$ cat config.mk
export PLATFORM = sky130hd
export DESIGN_NAME = wave_index_gen
export DESIGN_NICKNAME = d
export VERILOG_FILES = /design/src/rtl/wave_pkg.sv /design/src/rtl/sample_tick_div.sv /design/src/rtl/wave_index_gen.sv
export SDC_FILE = /design/constraint.sdc
export NUM_CORES = 1
export LEC_CHECK = 0
export ABC_AREA = 0
export BUFFER_PORTS_ARGS = -buffer_cell sky130_fd_sc_hd__buf_2
export CAP_MARGIN = 20
export CORE_MARGIN = 3
export CORE_UTILIZATION = 45
export DETAILED_ROUTE_END_ITERATION = 12
export GPL_ROUTABILITY_DRIVEN = 0
export GPL_TIMING_DRIVEN = 0
export MAX_ROUTING_LAYER = met4
export PLACE_DENSITY = 0.67
export SLEW_MARGIN = 20
export SYNTH_ARGS = -nofsm -noshare
export SYNTH_HDL_FRONTEND = slang
export SYNTH_HIERARCHICAL = 1
export SYNTH_SLANG_ARGS = --single-unit
$ cat constraint.sdc
create_clock -name clk -period 2.2 [get_ports clk]
set_input_delay 0 -clock clk [delete_from_list [all_inputs] [get_ports clk]]
set_output_delay 0 -clock clk [all_outputs]
set_load 0.005 [all_outputs]
$ cat src/rtl/wave_pkg.sv
// Shared types and segment-bound helpers for the arbitrary-wave index sequencer.
// The LUT holds SAMPLES_PER_PERIOD entries split into equal SEG_LEN segments.
package wave_pkg;

    localparam int SAMPLES_PER_PERIOD = 200;
    localparam int SEG_LEN            = 50;

    typedef enum logic [1:0] {
        IDLE,
        RUN,
        DONE
    } wig_state_t;

    // Modes 4..7 all select the full sweep, so only mode[2] matters for them.
    function automatic int seg_base(input logic [2:0] mode, input int seg_len);
        if (mode[2]) begin
            return 0;
        end
        return int'(mode[1:0]) * seg_len;
    endfunction

    function automatic int seg_end(input logic [2:0] mode, input int seg_len,
                                   input int samples);
        if (mode[2]) begin
            return samples - 1;
        end
        return seg_base(mode, seg_len) + seg_len - 1;
    endfunction

endpackage

$ cat src/rtl/sample_tick_div.sv
// Programmable rate divider: emits one tick every (div+1) running cycles.
// The divide value is captured on clear and again on each tick.
module sample_tick_div #(
    parameter int DIV_W = 16
) (
    input  logic             clk,
    input  logic             rst_n,
    input  logic             i_clear,
    input  logic             i_run,
    input  logic [DIV_W-1:0] i_div,
    output logic             o_tick
);

    logic [DIV_W-1:0] r_cnt;
    logic [DIV_W-1:0] r_div;

    assign o_tick = i_run && (r_cnt == r_div);

    always_ff @(posedge clk) begin
        if (!rst_n) begin
            r_cnt <= '0;
            r_div <= '0;
        end else if (i_clear || o_tick) begin
            r_cnt <= '0;
            r_div <= i_div;
        end else if (i_run) begin
            r_cnt <= r_cnt + 1'b1;
        end
    end

endmodule

$ cat src/rtl/wave_index_gen.sv
// LUT read-index sequencer: loops one segment or sweeps the whole table at a
// programmable rate, with a one-cycle-delayed strobe matching the LUT read latency.
module wave_index_gen #(
    parameter int SAMPLES_PER_PERIOD = wave_pkg::SAMPLES_PER_PERIOD,
    parameter int SEG_LEN            = wave_pkg::SEG_LEN,
    parameter int IDX_W              = 8,
    parameter int DIV_W              = 16
) (
    input  logic             clk,
    input  logic             rst_n,
    input  logic             enable,
    input  logic [2:0]       mode,
    input  logic             oneshot,
    input  logic [DIV_W-1:0] div,
    output logic [IDX_W-1:0] index,
    output logic             index_valid,
    output logic             sample_valid,
    output logic             busy,
    output logic             done
);

    import wave_pkg::*;

    wig_state_t       r_state;
    logic [2:0]       r_mode;
    logic             r_oneshot;
    logic [IDX_W-1:0] r_index;
    logic             r_index_valid;
    logic             r_sample_valid;

    logic [IDX_W-1:0] w_base;
    logic [IDX_W-1:0] w_end;
    logic             w_start;
    logic             w_run;
    logic             w_tick;

    // Restart base follows the live mode input (used at start and at a wrap);
    // the end point follows the mode latched for the pass in progress.
    assign w_base  = IDX_W'(seg_base(mode, SEG_LEN));
    assign w_end   = IDX_W'(seg_end(r_mode, SEG_LEN, SAMPLES_PER_PERIOD));
    assign w_start = (r_state == IDLE) && enable;
    assign w_run   = (r_state == RUN) && enable;

    sample_tick_div #(
        .DIV_W (DIV_W)
    ) u_tick_div (
        .clk     (clk),
        .rst_n   (rst_n),
        .i_clear (w_start),
        .i_run   (w_run),
        .i_div   (div),
        .o_tick  (w_tick)
    );

    always_ff @(posedge clk) begin
        if (!rst_n) begin
            r_state        <= IDLE;
            r_mode         <= '0;
            r_oneshot      <= 1'b0;
            r_index        <= '0;
            r_index_valid  <= 1'b0;
            r_sample_valid <= 1'b0;
        end else begin
            r_sample_valid <= r_index_valid;
            if (!enable) begin
                r_state       <= IDLE;
                r_index_valid <= 1'b0;
            end else begin
                case (r_state)
                    IDLE: begin
                        r_state       <= RUN;
                        r_mode        <= mode;
                        r_oneshot     <= oneshot;
                        r_index       <= w_base;
                        r_index_valid <= 1'b1;
                    end
                    RUN: begin
                        r_index_valid <= 1'b0;
                        if (w_tick) begin
                            if (r_index == w_end) begin
                                if (r_oneshot) begin
                                    r_state <= DONE;
                                end else begin
                                    r_mode        <= mode;
                                    r_oneshot     <= oneshot;
                                    r_index       <= w_base;
                                    r_index_valid <= 1'b1;
                                end
                            end else begin
                                r_index       <= r_index + 1'b1;
                                r_index_valid <= 1'b1;
                            end
                        end
                    end
                    DONE: begin
                        r_index_valid <= 1'b0;
                    end
                    default: begin
                        r_state       <= IDLE;
                        r_index_valid <= 1'b0;
                    end
                endcase
            end
        end
    end

    assign index        = r_index;
    assign index_valid  = r_index_valid;
    assign sample_valid = r_sample_valid;
    assign busy         = (r_state == RUN);
    assign done         = (r_state == DONE);

endmodule

* Word level (Yosys, flattened, before mapping)
Cells that the tools add are included.
Storage, ports and cells: bits in registers 48, bits of input ports 23, output and inout bits 12, word-level logic and storage cells 65
Operators by class: add/subtract/negate cells 4, $mul 2, eq/ne operators 9, mux-type cells 28, bitwise gates (word level) 2, reduce and logical (&&, ||, !) cells 12
Operators with widths (number):
- two-way mux 8 bit | 8
- adder 16 x 1 -> 16 bit (second input constant) | 1
- == test 16 bit | 1
- one-hot mux 8 bit (2 select lines) | 1
- multiplier 2 x 5 -> 7 bit (second input constant) | 2
- AND reduction 4 bit | 3
- two-way mux 1 bit | 9
- two-way mux 3 bit | 3
- adder 8 x 1 -> 8 bit (second input constant) | 1
- adder 8 x 7 -> 8 bit (second input constant) | 1
- == test 8 bit | 1
- subtractor 8 x 2 -> 8 bit (second input constant) | 1
- two-way mux 2 bit | 3
- != test 2 x 1 -> 1 bit (second input constant) | 3
- one-hot mux 2 bit (3 select lines) | 1
- one-hot mux 3 bit (2 select lines) | 1
- AND reduction 5 bit | 1
- one-hot mux 1 bit (2 select lines) | 2
- logical AND 1 bit | 3
- != test 3 bit (second input constant) | 1
- == test 2 x 1 -> 1 bit (second input constant) | 1
- == test 2 bit (second input constant) | 1
- logical NOT 2 bit | 1
- != test 2 bit (second input constant) | 1
- other kinds (5) | 6

* Depth between registers and ports, before layout
depth in word-level cells 11, gate-level depth with buffers 11, gate-level depth less buffers 9

* Hierarchy
Netlist, hierarchy kept.
By module, submodules not included:
- sample_tick_div | instances 1, cells each 222, area an instance 1934.4 sq um, sequential area each 640.6 sq um
- wave_index_gen | instances 1, cells each 110, area an instance 955.9 sq um, sequential area each 320.3 sq um

* Worst setup path before layout
Ideal clock, no wire load.
kind register -> register, start point reg r_state[0], end point reg r_index[4], in the netlist index[4], library setup time 0.125 ns, arrival 2.162 ns, data required time 2.075 ns, slack -0.087 ns, cell stages (with the launch flop) 12, path buffers 2, period minus slack after synthesis 2.287 ns, cells stage by stage dfxtp_1 nand2b_1 clkinv_1 and2_1 clkbuf_1 nand2_1 nor4_1 o21ai_0 a31oi_4 buf_6 a21boi_0 o22ai_2
On the way: cells in the longest elaborated chain, start to end 5, elaborated cells between the ends (all ways) 9, classes of those cells 3 x eq/ne; 1 x mux; 5 x reduce/logical
Ends and longest elaborated chain:
- start: declaration | line wave_index_gen.sv:24 | wig_state_t r_state;
- start signal: assignment | line wave_index_gen.sv:57 | r_state <= IDLE;
- start signal: assignment | line wave_index_gen.sv:66 | r_state <= IDLE;
- start signal: assignment | line wave_index_gen.sv:71 | r_state <= RUN;
- == test 2 x 1 -> 1 bit
- via busy | line wave_index_gen.sv:18 | output logic busy,
- logical AND 1 bit | line wave_index_gen.sv:42 | assign w_run = (r_state == RUN) && enable;
- via w_run | line wave_index_gen.sv:34 | logic w_run;
- logical AND 1 bit | line sample_tick_div.sv:17 | assign o_tick = i_run && (r_cnt == r_div);
- via w_tick | line wave_index_gen.sv:35 | logic w_tick;
- != test 2 x 1 -> 1 bit (no source line)
- AND reduction 4 bit (no source line)
- end signal: assignment | line wave_index_gen.sv:74 | r_index <= w_base;
- end signal: assignment | line wave_index_gen.sv:86 | r_index <= w_base;
- end signal: assignment | line wave_index_gen.sv:90 | r_index <= r_index + 1'b1;
- end: declaration | line wave_index_gen.sv:27 | logic [IDX_W-1:0] r_index;
The timed path passes the listed nets, and every way through them passes these cells. A chain may end at the register's enable or synchronous reset.

* Worst setup path in the final report
start point reg u_tick_div.r_cnt[4], end point reg r_index[7], in the netlist index[7]
On the way: cells in the longest elaborated chain, start to end 4
Ends and longest elaborated chain:
- start: declaration | line sample_tick_div.sv:14 | logic [DIV_W-1:0] r_cnt;
- start signal: assignment | line sample_tick_div.sv:27 | r_cnt <= r_cnt + 1'b1;
- == test 16 bit | line sample_tick_div.sv:17
- logical AND 1 bit | line sample_tick_div.sv:17
- via w_tick | line wave_index_gen.sv:35
- != test 2 x 1 -> 1 bit (no source line)
- AND reduction 4 bit (no source line)
The timed path passes the listed nets, and every way through them passes these cells.

==> metrics <==
Area contributors post-synth dfxtp_1 33%, nand4_1 7.8%, or4b_2 5.5%; CP Launch Type register; Worst Path Max Fanout 5; Synth Register Bits 48; Vias 2757; via density per instance 5.82; Worst Setup Path Type reg2reg; FF-to-FF path depth 9; post-route ant nets 0; Post-synth top flop dfxtp_1; total die area 7420 µm²; IO Pins 35; end of the worst register-to-register path index[7]; 1st-iter DRT viols 158; first-pass GRT wire length 12900 µm; worst min path class in2reg; vias in the first global route 2702; Yosys warnings 6; largest family of logic cells by synthesized area simple AND/OR/NAND/NOR gates; syn_nets 359; # diodes 0; Tcrit/Tclk final 0.985; mux contribution to synthesized area 0.0286; aggregate global-route resource usage 0.223; setup TNS 0 ps; top post-synthesis cells by count 48 x dfxtp_1, 36 x nand4_1, 33 x nor2_1; CTS tree built; Post-Synth Adder-Cell Area 0.0173; Initial Utilization 0.477; share of cells above drive strength 1 0.266; pin count of the biggest net entering global routing 15; outcome finished clean; RR Startpoint u_tick_div/r_cnt[4]; Worst-Skew Late Latency 310 ps; RSZ-0062 raised after global routing true; pwr dens 574 nW/µm²; VDD IR-drop max 287 µV; count leader, synth dfxtp_1; DR WL/cell 16.5 µm; required time of the critical path 2400 ps; CTS Sinks 48; CTS HTree Levels 2; Slew headroom 0.563; wirelength, routed 7800 µm; Mapped Avg Cell Area 8.71 µm²; Final Hold Vio Count 0; Worst EP arrival 2370 ps; Final nets 425; Seq/Total Area, Yosys 0.332; Post-Synthesis Cells 332; clock-pin slew on the worst setup and hold paths 90 ps; Min Clock Period, post-route 2170 ps; total congestion overflow 0; row count 28; Clock Tree Root clkbuf_8; Simple-Gate Fraction of Synth Area 0.384; r2r setup slk 30 ps; Final Setup Violations 0; Max Freq 462 MHz; EDFF count, synth 0; CORE AREA 6060 µm²; fillers 527; HPWL after DPL 5280 µm; number of distinct library cells after synthesis 52; Max-Cap Viols 0; top-area cell type share of the netlist area 0.332; Die X 86.1 µm; Leak 0.00137 µW; crit path launch u_tick_div/r_cnt[4]; Port Buffers 34; Setup crit end kind register; DRC 0; P&R area growth vs syn 25.0%; DP Area 3160 µm²; initial antenna violation count 0; final instance area 3610 µm²; number of buffers created by CTS 5; Yosys top cell by area dfxtp_1; clk buf depth 2; FFs w/ async S/R, synth 0; Die H 86.1 µm; Synth Area in Compound Gates 0.0900; post-synthesis xor/xnor area fraction 0.0939; Core Util, Final 0.596; Pins Over Slew Limit 0; TritonRoute pass-1 iters 5; pin slew with the least headroom to its limit 653 ps; Total Power 2070 µW; Post-Syn Area 2890 µm²; Setup crit end index[7]; Worst Skew 2.88 ps
==> kinds of logic after synthesis <==
group,after synthesis
simple gates,182
flops,48
compound gates,32
xor+xnor,31
buf+inv,28
mux,7
fa+ha+maj,4
==> worst max-delay path, stage by stage (launching register included) <==
cell and delay (ps):
dfxtp_4 370, xor2_2 190, nor4_2 270, nand2_1 120, nor4_4 370, o21ai_2 120, a31oi_4 210, buf_6 160
a21boi_2 170, o22ai_2 70
==> placed cells by master, fill, tap and decap left out, types with 5 or more instances in the layout <==
cell            n
buf_2          34
buf_4           8
buf_6           5
clkbuf_1       12
clkbuf_8        5
dfxtp_1        42
dlygate4sd3_1  18
inv_1           5
mux2i_1         6
nand2_1        21
nand3_1        24
nand4_1        36
nand4b_1       18
nor2_1         32
nor2b_1         6
or4b_2         16
xnor2_1        17
xor2_1         12
==> stage by stage <==
step	setup WS, ps	hold slack [ps]	cells
final	33.9	15.5	474
after global routing	-43.8	26.8	474
after CTS	7.45	18.1	468
after detailed placement	-524	256	441
after global placement	-464	250	441
after floorplan	3.11	119	332
==> worst min path at each step <==
| stage | depth (start not counted) | startpoint | slack [ps] | to |
|---|---|---|---|---|
| CTS | 3 | mode[2] | 20 | r_mode[2] |
| global placement | 3 | div[11] | 250 | u_tick_div/r_div[11] |
| floorplan | 2 | enable | 120 | r_state[1] |
| global route | 3 | mode[2] | 30 | r_mode[2] |
| finish | 3 | mode[2] | 20 | r_mode[2] |
| detailed placement | 3 | div[10] | 260 | u_tick_div/r_div[10] |
==> registers in the layout, summed over array words and instances (netlist names) <==
register and count:
r_mode 3, r_oneshot 1, u_tick_div/r_cnt 16, u_tick_div/r_div 16
sample_valid 1, index 8, r_state 2, index_valid 1
==> metal layers <==
metal | vias to the layer above | part of all wire | global-route usage | wire length, µm
li1 | 1365 | - | - | -
met1 | 1258 | 0.44 | 0.282 | 3450
met4 | 0 | 0.024 | 0.0906 | 187
met3 | 17 | 0.061 | 0.0384 | 478
met5 | - | 0 | - | 0
met2 | 117 | 0.47 | 0.350 | 3690
==> where the power goes <==
group | internal [µW] | switching, µW | total [µW]
registers | 917 | 63.0 | 980
logic | 213 | 233 | 447
clock network | 338 | 308 | 646
==> layout make-up <==
cell class,instances,area (µm²),area share
Clock buffer,6,72.6,0.0201
Timing Repair Buffer,60,414,0.115
Tap cell,75,93.8,0.0260
Multi-Input combinational cell,256,1860,0.515
Buffer,20,131,0.0364
Inverter,7,27.5,0.00762
Sequential cell,48,978,0.271
Clock inverter,2,35.0,0.00970
==> what timing repair did <==
action                                 in CTS  in global routing
hold buffers                               18                  0
gates resized for setup                    16                 17
setup endpoints to repair                  36                 23
endpoints found under the hold margin      18                  0
cloned                                      0                  1
setup buffers                               1                  6
pin swaps                                   1                  7
Power figures use the tool's default switching activity.
